## src/rtl/sonar_scan.sv

```systemverilog
// -----------------------------------------------------------------------------
// sonar_scan
//
// Purpose:
//   Front end of the obstacle-avoidance controller. Fires four trigger/echo
//   ultrasonic rangers one at a time in round-robin order. Only one ranger is
//   active at a time, so one sensor's ping cannot be heard as another sensor's
//   echo. The block times each echo pulse and compares the width with a
//   distance threshold. It keeps one clear(1)/obstacle(0) flag per sensor.
//
// Ports:
//   clk_100        in   1   system clock (100 kHz), all logic on rising edge
//   rst            in   1   synchronous active-high reset
//   echo           in   4   raw asynchronous echo inputs, bit i = sensor i
//   trig           out  4   trigger outputs, one-hot or zero
//   distance_flag  out  4   [3] left, [2] right, [1] front-left, [0] front-right
//   meas_valid     out  1   one-cycle pulse when a measurement completes
//   meas_sel       out  2   sensor index of the result on meas_cnt
//   meas_cnt       out  12  last echo width in cycles (0..MAX_CNT)
//
// Optional feature (macro SONAR_FILTER_EN):
//   When defined, a flag changes only after two consecutive readings of the
//   same sensor agree with each other and differ from the current flag. When
//   undefined, each reading drives its flag directly.
// -----------------------------------------------------------------------------
module sonar_scan #(
  parameter int TRIG_CYC = 2,
  parameter int RISE_TO  = 100,
  parameter int MAX_CNT  = 3800,
  parameter int THRESH   = 174,
  parameter int GAP_CYC  = 6000
) (
  input  logic        clk_100,
  input  logic        rst,
  input  logic [3:0]  echo,
  output logic [3:0]  trig,
  output logic [3:0]  distance_flag,
  output logic        meas_valid,
  output logic [1:0]  meas_sel,
  output logic [11:0] meas_cnt
);

  localparam logic [1:0] ST_TRIG      = 2'd0;
  localparam logic [1:0] ST_WAIT_RISE = 2'd1;
  localparam logic [1:0] ST_MEASURE   = 2'd2;
  localparam logic [1:0] ST_GAP       = 2'd3;

  localparam logic [15:0] TRIG_LAST = 16'(TRIG_CYC - 1);
  localparam logic [15:0] RISE_LAST = 16'(RISE_TO - 1);
  localparam logic [15:0] GAP_LAST  = 16'(GAP_CYC - 1);
  localparam logic [11:0] MAX_VAL   = 12'(MAX_CNT);
  localparam logic [11:0] SAT_PRE   = 12'(MAX_CNT - 1);
  localparam logic [11:0] THR_VAL   = 12'(THRESH);

  logic [3:0]  echo_meta;
  logic [3:0]  echo_sync;
  logic [1:0]  state;
  logic [1:0]  sel;
  logic [15:0] cnt;
  logic [11:0] echo_cnt;
  logic        echo_now;
  logic        done;
  logic [11:0] result;
  logic        decision;

`ifdef SONAR_FILTER_EN
  logic [3:0]  prev_dec;
`endif

  // The echo lines come straight from the rangers with no relation to our
  // clock, so each bit is passed through two flops before any use.
  always_ff @(posedge clk_100) begin
    if (rst) begin
      echo_meta <= 4'b0000;
      echo_sync <= 4'b0000;
    end else begin
      echo_meta <= echo;
      echo_sync <= echo_meta;
    end
  end

  assign echo_now = echo_sync[sel];

  // A measurement finishes in one of three ways: the echo never rose
  // (timeout), the echo fell, or the echo counter reached saturation.
  // Timeout and saturation both report MAX_CNT, which reads as "no target".
  // The saturation test looks one count ahead. The result is then reported in
  // the same cycle the counter would reach MAX_CNT, without waiting for the
  // echo to fall.
  always_comb begin
    done   = 1'b0;
    result = echo_cnt;
    case (state)
      ST_WAIT_RISE: begin
        if (!echo_now && cnt == RISE_LAST) begin
          done   = 1'b1;
          result = MAX_VAL;
        end
      end
      ST_MEASURE: begin
        if (!echo_now) begin
          done   = 1'b1;
          result = echo_cnt;
        end else if (echo_cnt >= SAT_PRE) begin
          done   = 1'b1;
          result = MAX_VAL;
        end
      end
      default: begin
      end
    endcase
    decision = (result >= THR_VAL);
  end

  // Result registration. This logic only runs on the cycle that enters GAP,
  // so at most one flag bit can change per measurement.
  always_ff @(posedge clk_100) begin
    if (rst) begin
      meas_valid    <= 1'b0;
      meas_sel      <= 2'd0;
      meas_cnt      <= 12'd0;
      distance_flag <= 4'b1111;
`ifdef SONAR_FILTER_EN
      prev_dec      <= 4'b1111;
`endif
    end else begin
      meas_valid <= done;
      if (done) begin
        meas_sel <= sel;
        meas_cnt <= result;
`ifdef SONAR_FILTER_EN
        if (decision == prev_dec[sel] && decision != distance_flag[sel]) begin
          distance_flag[sel] <= decision;
        end
        prev_dec[sel] <= decision;
`else
        distance_flag[sel] <= decision;
`endif
      end
    end
  end

  // Scan sequencer. trig is a register. It goes high on the same edge that
  // enters TRIG, so the pulse lasts exactly TRIG_CYC cycles. The one exception
  // is the first TRIG after reset: it is entered with trig low, so the first
  // cycle only raises the pulse. cnt is cleared on every state change.
  always_ff @(posedge clk_100) begin
    if (rst) begin
      state    <= ST_TRIG;
      sel      <= 2'd0;
      cnt      <= 16'd0;
      echo_cnt <= 12'd0;
      trig     <= 4'b0000;
    end else begin
      case (state)
        ST_TRIG: begin
          if (trig == 4'b0000) begin
            trig <= 4'b0001 << sel;
            cnt  <= 16'd0;
          end else if (cnt == TRIG_LAST) begin
            trig  <= 4'b0000;
            cnt   <= 16'd0;
            state <= ST_WAIT_RISE;
          end else begin
            cnt <= cnt + 16'd1;
          end
        end
        ST_WAIT_RISE: begin
          if (echo_now) begin
            echo_cnt <= 12'd1;
            cnt      <= 16'd0;
            state    <= ST_MEASURE;
          end else if (done) begin
            cnt   <= 16'd0;
            state <= ST_GAP;
          end else begin
            cnt <= cnt + 16'd1;
          end
        end
        ST_MEASURE: begin
          if (done) begin
            cnt   <= 16'd0;
            state <= ST_GAP;
          end else begin
            echo_cnt <= echo_cnt + 12'd1;
            cnt      <= cnt + 16'd1;
          end
        end
        default: begin
          if (cnt == GAP_LAST) begin
            sel   <= sel + 2'd1;
            trig  <= 4'b0001 << (sel + 2'd1);
            cnt   <= 16'd0;
            state <= ST_TRIG;
          end else begin
            cnt <= cnt + 16'd1;
          end
        end
      endcase
    end
  end

endmodule

```

## config.mk

```make
export PLATFORM = sky130hd
export DESIGN_NAME = sonar_scan
export DESIGN_NICKNAME = d
export VERILOG_FILES = /design/src/rtl/sonar_scan.sv
export SDC_FILE = /design/constraint.sdc
export NUM_CORES = 1
export LEC_CHECK = 0
export CAP_MARGIN = 30
export CORE_AREA = 2 2 76 78
export DETAILED_ROUTE_END_ITERATION = 10
export DIE_AREA = 0 0 78 80
export HOLD_SLACK_MARGIN = 0.15
export PLACE_DENSITY = 0.78
export SKIP_LAST_GASP = 1
export SYNTH_ARGS = -nofsm -noshare
export SYNTH_HDL_FRONTEND = slang
export SYNTH_SLANG_ARGS = --single-unit
export TNS_END_PERCENT = 30
```

## constraint.sdc

```tcl
create_clock -name clk_100 -period 2.8 [get_ports clk_100]
set_clock_uncertainty 0.1 [all_clocks]
set_input_delay 0.28 -clock clk_100 [delete_from_list [all_inputs] [get_ports clk_100]]
set_output_delay 0.28 -clock clk_100 [all_outputs]
set_load 0.05 [all_outputs]
```

==> Word-level counts from Yosys, hierarchy flattened <==
Cells that the tools add are included.
Widths: inputs -> output; s select.
{ "totals": {"ff_bits": 63, "in_bits": 6, "out_inout_bits": 23, "elab_cells": 78} }
{ "classes": {"n_addsub": 3, "n_lt_le_gt_ge": 4, "n_eq_ne": 10, "n_shift": 2, "n_mux": 32, "bitwise_logic": 2, "reduce_logical": 14} }
{ "ops": {"columns": ["cell", "n"], "rows": [
  ["$mux 16", 5],
  ["$mux 12", 5],
  ["$pmux 12 s2", 2],
  ["$pmux 16 s3", 1],
  ["$add 16x1->16 const B", 1],
  ["$eq 16x1->1 const B", 1],
  ["$eq 16x13->1 const B", 1],
  ["$eq 16x7->1 const B", 1],
  ["$add 12x1->12 const B", 1],
  ["$ge 12x12->1 const B", 1],
  ["$ge 12x8->1 const B", 1],
  ["$mux 4", 3],
  ["$mux 2", 5],
  ["$reduce_and 3->1", 3],
  ["$ne 2x2->1 const B", 4],
  ["$pmux 4 s2", 1],
  ["$shl 1x2->4 const A", 2],
  ["$pmux 2 s3", 1],
  ["$mux 1", 5],
  ["$bwmux 4", 1],
  ["$logic_not 4->1", 1],
  ["$reduce_bool 2->1", 2],
  ["$reduce_bool 4->1", 1],
  ["$lt 2x3->1 const B", 1],
  ["other kinds (15)", 17]
]} }

==> Logic depth before layout (Yosys ltp) <==
Gate-level depths: netlist (run 1).
{ "depth": {"depth_word": 9, "depth_mapped": 10, "mapped_depth_nobuf": 8} }

==> Least setup slack after synthesis (run 1) <==
Ideal clock, no wire load.
{ "synth_path": {"path_type": "register -> register", "start": "register state[0]", "end": "register echo_cnt[5]", "setup_ns": 0.138, "arrival_ns": 2.023, "required_time_ns": 2.562, "path_slack_ns": 0.539, "stages_incl_launch_ff": 11, "n_path_buf": 2, "period_less_slack_ns": 2.261, "path_cell_list": "dfxtp_1 > inv_1 > ha_1 > clkbuf_1 > or2_2 > clkbuf_1 > nand2_1 > a311oi_1 > nand3_1 > xor2_1 > nor2_1"} }
{ "synth_between": {"elab_chain_cells": 4, "elab_cells_between_ends": 8, "cone_classes": "4 x eq/ne; 2 x mux; 2 x reduce/logical"} }
{ "synth_rtl": {"columns": ["item", "line", "source"], "rows": [
  ["start: declaration", "57", "logic [1:0] state;"],
  ["start signal: assignment", "149", "state <= ST_TRIG;"],
  ["start signal: assignment", "163", "state <= ST_WAIT_RISE;"],
  ["start signal: assignment", "172", "state <= ST_MEASURE;"],
  ["$eq 2x2->1 / $eq 2x1->1 (equally long branches)", "93, 155", null],
  ["$pmux 1 s2", "93", "case (state)"],
  ["$ne 2x2->1 (no line)", null, null],
  ["$reduce_and 3->1 (no line)", null, null],
  ["end signal: assignment", "185", "echo_cnt <= echo_cnt + 12'd1;"],
  ["end: declaration", "60", "logic [11:0] echo_cnt;"]
]} }
Parallel ways exist; a longest one is shown, timed or not.
A chain may end at the register's enable or synchronous reset.

==> Worst setup path in the final report (run 1) <==
{ "layout_path": {"start": "register echo_cnt[0]", "end": "register state[1]"} }
{ "layout_between": {"elab_chain_cells": 7} }
{ "layout_rtl": {"columns": ["item", "line", "source"], "rows": [
  ["$ge 12x12->1 (*)", "104", "end else if (echo_cnt >= SAT_PRE) begin"],
  ["$mux 1 (*)", "104", null],
  ["$mux 1 (*)", "101", "if (!echo_now) begin"],
  ["$pmux 1 s2 (*)", "93", null],
  ["$mux 2 (*)", null, null],
  ["$mux 2", null, null],
  ["$pmux 2 s3 (*)", null, null]
]} }
Every way passes the cells marked *; elsewhere a longest branch is shown, timed or not.

==> impl_results.md, run 1 <==
* ANT nets after route at 0
* Root Buffer Master: clkbuf_8
* Setup crit start kind: flip-flop
* Final worst path period share at 89.3%
* Final slew viol count at 0
* Hold Vio Cnt, Final at 0
* Clock Latency Late Sink at 0.33 ns
* Vias in the first global route at 2,250
* Mapped Cells at ~340
* Syn-to-layout area delta at 18.1%
* Clock tree buffer depth at 2
* FF+latch count, synth at 63
* Starting Density at 56.1%
* Slew HR at 49.5%
* Power share of the sequential group at 43.2%
* Sink Count at 63
* Via count at approximately 2,500
* FMAX at about 0.4 GHz
* NumNets Final at 395
* Yosys cell types at 53
* Sw power at 0.746 mW
* Crit Path Category: reg2reg
* Ys flop type: dfxtp_1
* Grt total ovfl at 0
* Core ar. at 5410 µm²
* PD cells at 631 nW/µm²
* Critical-path top delay cell: o21ai_2
* RSZ-0062 raised after global routing: no
* Yosys warns at 0
* Worst-path clk slew at 0.07 ns
* Tot GR Track Use at a little over a fifth
* Path type of the worst min-delay path: reg2reg
* Mapped cell area at 3030 µm²
* Via density at 5.43
* Setup_tns at 0 ns
* First-pass GRT wire length at 10,500 µm
* Sw Ratio at 33.1%
* Crit path DAT at between 2 and 3 ns
* Initial DRT Pass Iterations at 4
* Cts hold-fix bufs at 0
* Layout Utilization at 66.2%
* Crit path cell chain: ha_1, a211oi_1, o21ai_0, a21oi_1, o21ai_2, nor4_1, a2111oi_2
* Area contributors post-synth: dfxtp_1, ha_1, nor2_1
* Gpl congestion at 0.929
* Post-DP HPWL at 4440 µm
* Max-Cap Viols at 0
* Residual DRC at 0
* Die X-Extent at 78 µm
* Iteration-0 DRC Markers at 156
* Num ports at 29
* Cts bufs inserted at 9
* Antenna Diode Count at 0
* Area fraction of the dominant cell type after synthesis at a little over two fifths
* Period minus WS final at 2.50 ns
* Nature of the critical path endpoint: flip-flop
* Syn Area/Cell at 8.97 µm²
* Post-Syn Nets at between 300 and 400
* Routed WL at 6050 µm
* LEAKAGE at about 1.3 nW
* H-tree depth at 3
* Worst IR drop on VDD at 419 µV
* Setup Fix Bufs, Post-CTS at 0
* Num rows at 27
* Comb pwr share at a little over a quarter
* Critical Path Fanout Max at 20
* Full die area at around 6200 µm²
* Worst EP required at around 2.9 ns
* Initial antenna violation count at 0
* DR WL/cell at 13.4 µm
* Final WS setup at approximately 0.30 ns
* Final setup fails at 0
* Post-synth EDFFs at 0
* CTS tree: built
* Resized Gates After CTS at 0
* Pre-CTS setup slack at 0.289 ns
* Worst path max stage delay at 0.62 ns
* Fin Hold WS at 0.336 ns
* Worst slew pin tran at 0.757 ns
* Status: completed
* Ys async rst share at 0%
* Sequential area share after synthesis at 41.6%
* Internal at 1.51 mW
* Pin count of the biggest net entering global routing at 21
* Die Ht at 80 µm
* Clock power frac at 30.5%
* Yosys top cell by area: dfxtp_1
* Layout cells sized above 1 at between 10% and 20%
* Port Buf Inserts at 28
worst paths after layout:
| check | startpoint | endpoint | slack [ns] | cells after the start |
|---|---|---|---|---|
| min reg2reg | echo_meta[3]$_SDFF_PP0_ | echo_sync[3]$_SDFF_PP0_ | 0.34 | 1 |
| min | echo_meta[3]$_SDFF_PP0_ | echo_sync[3]$_SDFF_PP0_ | 0.34 | 1 |
| max | echo_cnt[0]$_SDFFE_PP0P_ | state[1]$_SDFFE_PP0P_ | 0.30 | 7 |
| max reg2reg | echo_cnt[0]$_SDFFE_PP0P_ | state[1]$_SDFFE_PP0P_ | 0.30 | 7 |
critical path: cells and delay by family (launching register included):
family,cells,cell delay (ns)
DFF,1,0.41
and+or+nand+nor,1,0.14
adders and majority gates,1,0.29
AOI/OAI and AO/OA,5,1.46
cells by family (layout without fill, tap and decap cells):
family                   after synthesis  in the layout  share of synthesized area, %
buffers and inverters                 22             63                          3.51
multiplexers                           5              5                          2.15
AND/OR/NAND/NOR                      148            148                          26.0
AO/OA/AOI/OAI                         61             61                          13.6
XOR/XNOR                              24             24                          6.93
adder cells (fa/ha/maj)               15             15                          6.19
flip-flops                            63             63                          41.6
registers in the layout (all words and copies together), names as in the netlist:
name           cells
cnt               16
echo_cnt          12
meas_cnt          12
distance_flag      4
echo_meta          4
echo_sync          4
trig               4
meas_sel           2
sel                2
state              2
meas_valid         1
layer usage:
metal  GRT usage (%)  wire length (µm)  vias up  share of wire, %
met2            35.3              2870       50                48
met4            9.30                84        0               1.4
met5               0                 0        -                 0
met1            26.3              2820     1129                47
li1                -                 -     1263                 -
met3            5.32               271        8               4.5
power groups by stage:
| stage | registers, mW | logic, mW | clock network, mW |
|---|---|---|---|
| after detailed placement | 0.996 | 0.591 | 0 |
| final | 0.975 | 0.592 | 0.689 |
| after CTS | 0.976 | 0.593 | 0.706 |
| after global placement | 0.995 | 0.581 | 0 |
| after global routing | 0.984 | 0.657 | 0.750 |
| after floorplan | 1.05 | 0.394 | 0 |
through the flow:
stage	power, mW	instance area [µm²]	std cells
2_1_floorplan	1.44	3030	338
3_3_place_gp	1.58	3400	435
3_5_place_dp	1.59	3400	435
4_1_cts	2.27	3580	451
5_1_grt	2.39	3580	451
6_report	2.26	3580	451
cell type report:
cell class	count	area (µm²)
sequential	63	1260
tap	72	90.1
multi-input combinational	253	1660
clock buffer	12	155
clock inverter	4	20.0
timing repair buffer	38	355
inverter	9	33.8
fill	452	1830
placed cells by master (no fill, tap or decap), types with 2 or more instances in the layout:
cell type	instances
nor4_1	2
nor2_1	45
a21oi_1	22
clkbuf_8	11
or2_2	2
xnor2_1	6
mux2i_1	2
dfxtp_1	63
clkinv_2	4
o211ai_1	5
buf_4	10
nor4_4	2
and3_1	6
xor2_1	18
a31oi_1	9
mux2_2	2
inv_1	9
nor3_1	6
nand4_1	9
o21bai_1	3
ha_1	15
a211oi_1	9
nand2b_1	4
nand2_1	26
nor2b_1	13
clkdlybuf4s50_1	28
nand3_1	22
synthesized netlist by cell type (2+ instances only):
cell and n:
dfxtp_1 63, nor2_1 45, nand2_1 26, a21oi_1 22
nand3_1 22, xor2_1 18, ha_1 15, nor2b_1 13
a211oi_1 9, a31oi_1 9, clkbuf_1 9, inv_1 9
nand4_1 9, and3_1 6, nor3_1 6, xnor2_1 6
o211ai_1 5, nand2b_1 4, o21bai_1 3, mux2_2 2
mux2i_1 2, nor4_1 2, nor4_4 2, or2_2 2
No activity file was read; power rests on OpenSTA's default activity.
==> inputs of run 2 (changes only) <==
CTS_CLUSTER_DIAMETER = 80   (was unset)
==> results of run 2 <==
No change in the layout: final DEF, timing and power equal those of run 1.
==> inputs of run 3 (changes only) <==
MAX_ROUTING_LAYER = met4   (was unset)
==> impl_results.md, run 3 (synthesized netlist as in run 1, its figures left out) <==
* Largest regs: cnt (16), echo_cnt (12), meas_cnt (12)
* Initial antenna violation count at 0 (unchanged)
* Sink Count at 63 (unchanged)
* Final WS setup at 0.292 ns (-0.00709 ns)
* Worst r2r path cells at 6 (-1)
* Resized Gates After CTS at 0 (unchanged)
* Clock tree buffer depth at 2 (unchanged)
* Initial DRT Pass Iterations at 4 (unchanged)
* CTS tree: built
* Fillers at 452 (unchanged)
* Antenna Diode Count at 0 (unchanged)
* Max-Cap Viols at 0 (unchanged)
* Setup crit start kind: flip-flop
* Status: completed
* Setup Fix Bufs, Post-CTS at 0 (unchanged)
* Final worst path period share at 89.6% (+0.25 points)
* Commonest non-fill, non-tap cell in the layout: dfxtp_1
* Worst slew pin tran at 0.765 ns (+0.00799 ns)
* Nature of the critical path endpoint: flip-flop
* Crit path DAT at 2.64 ns (about the same)
* Path type of the worst min-delay path: reg2reg
* Final slew viol count at 0 (unchanged)
* Setup_tns at 0 ns (unchanged)
* Post-DP HPWL at 4440 µm (unchanged)
* Die Ht at 80 µm (unchanged)
* Full die area at 6240 µm² (unchanged)
* Commonest cells after routing, fill and taps aside: dfxtp_1, nor2_1, clkdlybuf4s50_1
* Vias in the first global route at 2,253 (+0.13%)
* Root Buffer Master: clkbuf_8
* FMAX at 0.399 GHz (-0.28%)
* Worst r2r src: cnt[7]$_SDFF_PP0_
* Gpl congestion at 0.946 (+1.8%)
* ANT nets after route at 0 (unchanged)
* RSZ-0062 raised after global routing: no
* NumNets Final at 395 (unchanged)
* Via density at 5.45 (+0.33%)
* Port Buf Inserts at 28 (unchanged)
* Worst path max stage delay at 0.55 ns (-0.07 ns)
* WHS Path Cells at 1 (unchanged)
* Grt total ovfl at 0 (unchanged)
* # placed instances at 435 (unchanged)
* Syn-to-layout area delta at 18.1% (unchanged)
* Cts hold-fix bufs at 0 (unchanged)
* Cts bufs inserted at 9 (unchanged)
* Final setup fails at 0 (unchanged)
* Core ar. at 5410 µm² (unchanged)
* Worst hold path endpoint: echo_sync[3]$_SDFF_PP0_
* Critical Path Fanout Max at 20 (unchanged)
* Critical-path top delay cell: or4_4
* Pre-CTS setup slack at 0.289 ns (unchanged)
* Max reg flops at 16 (unchanged)
* First-pass GRT wire length at 10,500 µm (unchanged)
* Die X-Extent at 78 µm (unchanged)
* Total power at 2.26 mW (about the same)
* Crit Path Category: reg2reg
* Flop2flop setup slack at 0.29 ns (about the same)
* Worst IR drop on VDD at 421 µV (+0.33%)
* LEAKAGE at 1.33 nW (unchanged)
* Top reg by flops: cnt
* Via count at 2,458 (+0.33%)
* Starting Density at 56.1% (unchanged)
* Crit path cell chain: or4_4, nor4_4, nand4_4, o21ai_2, nor4_1, a2111oi_2
* Tot GR Track Use at 21.9% (+0.58 points)
* Worst EP required at 2.93 ns (about the same)
* Clock Latency Late Sink at 0.33 ns (about the same)
* H-tree depth at 3 (unchanged)
* Period minus WS final at 2.51 ns (+0.00709 ns)
* Hold Vio Cnt, Final at 0 (unchanged)
* Num ports at 29 (unchanged)
* Slew HR at 49.0% (-0.53 points)
* Crit Reg-Reg Endpoint: state[1]$_SDFFE_PP0P_
* Worst-path clk slew at 0.07 ns (about the same)
* PD cells at 631 nW/µm² (about the same)
* Routed WL at 6060 µm (+0.18%)
* Iteration-0 DRC Markers at 211 (+35%)
* Non-filler instance count after layout at 451 (unchanged)
* Layout cells sized above 1 at 10.8% (unchanged)
* Pin count of the biggest net entering global routing at 21 (unchanged)
* DR WL/cell at 13.4 µm (+0.18%)
* Num rows at 27 (unchanged)
* Setup crit start: cnt[7]$_SDFF_PP0_
* Residual DRC at 0 (unchanged)
* Worst hold start: echo_meta[3]$_SDFF_PP0_
run 3: layer usage:
layer  up-vias  global-route usage, %  wire length (µm)  part of all wire, %
met4         0                   9.30                98                  1.6
met5         -                      -                 0                    0
met1      1138                   26.5              2880                   48
met2        47                   35.3              2840                   47
met3        10                   5.09               242                  4.0
li1       1263                      -                 -                    -
run 3: power breakdown:
part	leakage (nW)	internal [mW]	switching (mW)	total, mW
logic	0.723	0.207	0.384	0.591
registers	0.510	0.940	0.0352	0.975
clock network	0.0959	0.363	0.329	0.692
run 3: layout make-up:
| type | count | area (µm²) | area share [%] |
|---|---|---|---|
| well taps | 72 | 90.1 | 2.52 |
| flip-flops and latches | 63 | 1260 | 35.2 |
| clock buffers | 12 | 155 | 4.33 |
| repair buffers | 38 | 355 | 9.93 |
| clock inverters | 4 | 20.0 | 0.559 |
| inverters | 9 | 33.8 | 0.944 |
| multi-input cells | 253 | 1660 | 46.5 |
run 3: worst max-delay path by stage:
stage	to	slack, ns	cells after the start
finish	state[1]$_SDFFE_PP0P_	0.29	6
detailed placement	state[1]$_SDFFE_PP0P_	0.29	6
CTS	state[1]$_SDFFE_PP0P_	0.28	6
floorplan	echo_cnt[5]$_SDFFE_PP0P_	0.54	10
global route	state[1]$_SDFFE_PP0P_	0.06	7
global placement	state[1]$_SDFFE_PP0P_	0.38	7
run 3: worst max-delay path, delay by kind of cell (launching register included):
family	cells	cell delay [ns]
AOI/OAI and AO/OA	2	0.64
DFF	1	0.36
and+or+nand+nor	4	1.30
run 3: stage by stage:
step	hold WS (ns)	cell area, µm²	utilization, %
4_1_cts	0.341	3580	66.2
2_1_floorplan	0.308	3030	-
3_3_place_gp	0.315	3400	63.0
3_5_place_dp	0.325	3400	63.0
6_report	0.336	3580	66.2
5_1_grt	0.360	3580	66.2
==> variant: new RTL, config.mk and constraints of run 3 <==
Register the output `meas_valid` once more, with the module's reset; this adds one clock of latency there. The other outputs are not delayed to match. Comments in the files are not updated.
--- a/src/rtl/sonar_scan.sv
+++ b/src/rtl/sonar_scan.sv
@@ -52,6 +52,8 @@
   localparam logic [11:0] SAT_PRE   = 12'(MAX_CNT - 1);
   localparam logic [11:0] THR_VAL   = 12'(THRESH);
 
+  logic meas_valid_s0;
+
   logic [3:0]  echo_meta;
   logic [3:0]  echo_sync;
   logic [1:0]  state;
@@ -116,7 +118,7 @@
   // so at most one flag bit can change per measurement.
   always_ff @(posedge clk_100) begin
     if (rst) begin
-      meas_valid    <= 1'b0;
+      meas_valid_s0 <= 1'b0;
       meas_sel      <= 2'd0;
       meas_cnt      <= 12'd0;
       distance_flag <= 4'b1111;
@@ -124,7 +126,7 @@
       prev_dec      <= 4'b1111;
 `endif
     end else begin
-      meas_valid <= done;
+      meas_valid_s0 <= done;
       if (done) begin
         meas_sel <= sel;
         meas_cnt <= result;
@@ -200,5 +202,13 @@
     end
   end
 
+  always_ff @(posedge clk_100) begin
+    if (rst) begin
+      meas_valid <= '0;
+    end else begin
+      meas_valid <= meas_valid_s0;
+    end
+  end
+
 endmodule
 
Behaviour: not the same (Yosys sat finds a counterexample within 10 cycles, from zero or initial values and one cycle with rst high).
==> variant against run 3 <==
First-iteration DRC count fell by 39%; global-route usage rose by 0.70 points; sequential cell count rose by 1; area after synthesis rose by 1.9%; synthesized cell count rose by 0.89%; power rose by 0.39%; final cell count fell by 1.3%; routed wire length rose by 3.2%; cell area barely moved; worst setup slack improved by 49 ps; core utilization barely moved; combinational power fell by 0.7%.
==> variant: results (changes against run 3) <==
| Metric | Value |
|---|---|
| Outcome | `finished clean` |
| Vias in the first global route | `2384 (+5.8%)` |
| Critical path arrival | `2610 ps (-30 ps)` |
| Num CTS Buffers | `9 (unchanged)` |
| CTS resizes | `0 (unchanged)` |
| Top post-synthesis cells by count | `dfxtp_1, nor2_1, nand2_1, a21oi_1, xor2_1` |
| Worst hold path type | `reg -> reg` |
| Clock Tree Root | `clkbuf_8` |
| Post-Layout Cell Count | `445 (-1.3%)` |
| Max clock buf depth | `2 (unchanged)` |
| Synth async-reset ratio | `0% (unchanged)` |
| Largest reg by FF count | `cnt` |
| H-tree depth | `3 (unchanged)` |
| WL final | `6250 um (+3.2%)` |
| Reg-to-reg slack, setup | `340 ps (+50 ps)` |
| Metal2 WL | `2920 um (+3.0%)` |
| Top fanout value on the critical path | `7 (-65%)` |
| Dpl cells | `429 (-1.4%)` |
| Met3 wire len | `283 um (+17%)` |
| Seq/Total Area, Yosys | `41.5% (-0.14 points)` |
| Clock slew at reported path FFs | `70 ps (about the same)` |
| CP startpoint | `cnt[10]` |
| First-pass GRT wire length | `10900 um (+4.1%)` |
| Area contributors post-synth | `dfxtp_1, ha_1, nor2_1` |
| HP Start | `meas_valid_s0` |
| Synth warn | `0 (unchanged)` |
| Total track usage | `22.6% (+0.70 points)` |
| Pre-CTS WS | `348 ps (+59.0 ps)` |
| Fill cells | `468 (+3.5%)` |
| Hold Slack | `344 ps (+8.37 ps)` |
| Skew-Pair Late Insertion Delay | `350 ps (+20 ps)` |
| Yosys cell types | `55 (+3.8%)` |
| Slew HR | `50.6% (+1.6 points)` |
| # Post-CTS Setup Buffers | `0 (unchanged)` |
| M1 WL | `2960 um (+2.8%)` |
| Worst VDD drop | `0.360 mV (-14%)` |
| Via count | `2493 (+1.4%)` |
| DRT Pass-1 Iters | `4 (unchanged)` |
| Detailed Place HPWL | `4360 um (-1.7%)` |
| Leakage | `0.00128 uW (-3.6%)` |
| Critical path's slowest cell | `or4_1` |
| Top cell family by delay on the critical path | `simple AND/OR/NAND/NOR gates` |
| GP Congestion | `0.868 (-8.2%)` |
| Initial antenna violation count | `0 (unchanged)` |
| Port bufs | `28 (unchanged)` |
| Net Count, Synth | `362 (+0.84%)` |
| Initial DRC count | `129 (-39%)` |
| Share of layout cells above drive strength 1 | `10.5% (-0.36 points)` |
| Max Freq | `407 MHz (+2.0%)` |
| Gate Count Post-Synth | `341 (+0.89%)` |
| Largest stage delay, worst path | `610 ps (+60 ps)` |
| Top Layer Used | `met4` |
| Largest net degree at the start of global routing | `42 (+100%)` |
| # nets final | `389 (-1.5%)` |
-- variant: cell count changes after synthesis, moves of 3 or more --
cell | run 3 | this run
nor2_1 | 45 | 48
and2_1 | 1 | 4
nand2b_1 | 4 | 1
nand2_1 | 26 | 32
a31oi_1 | 9 | 5
and3_1 | 6 | 12
o21bai_1 | 3 | 0
nor3_1 | 6 | 3
nand3_1 | 22 | 15
o211ai_1 | 5 | 1
a21oi_1 | 22 | 19
o21ai_0 | 1 | 6
nand4_1 | 9 | 6
-- variant: path summary, 6_finish.rpt --
check,to,cells after the start
worst max register to register,state[1],6
worst min-delay path,meas_valid,1
worst min register to register,meas_valid,1
worst max-delay path,state[1],6
-- variant: power by group --
group	internal, uW	switching (uW)	leakage (uW)	total, uW
Clock	342	355	0.0000813	697
Sequential	951	32.7	0.000518	984
Combinational	224	363	0.000681	587
Total	1520	751	0.00128	2270
-- variant: logic make-up after synthesis --
kind of cell	synth area share [%]
XOR/XNOR	6.80
AND/OR/NAND/NOR	26.6
adder cells (fa/ha/maj)	6.07
AO/OA/AOI/OAI	13.4
buffers and inverters	3.28
flip-flops	41.5
multiplexers	2.39
-- variant: final cells by class --
| cell class | count | share of cell area [%] |
|---|---|---|
| Tap cell | 72 | 2.52 |
| Sequential cell | 64 | 35.8 |
| Clock buffer | 11 | 3.95 |
| Inverter | 8 | 0.839 |
| Clock inverter | 5 | 0.909 |
| Multi-Input combinational cell | 255 | 47.7 |
| Timing Repair Buffer | 30 | 8.25 |
-- variant: per-stage QoR --
stage	util, %	area [um^2]
finish	66.2	3580
global route	66.2	3580
CTS	66.2	3580
detailed placement	63.0	3400
global placement	63.0	3400
floorplan	-	3090
-- variant: per-layer routing --
metal	vias to the layer above	global-route usage [%]
li1	1250	-
met1	1183	28.3
met2	53	35.4
met3	7	6.22
met4	0	7.72
met5	-	-
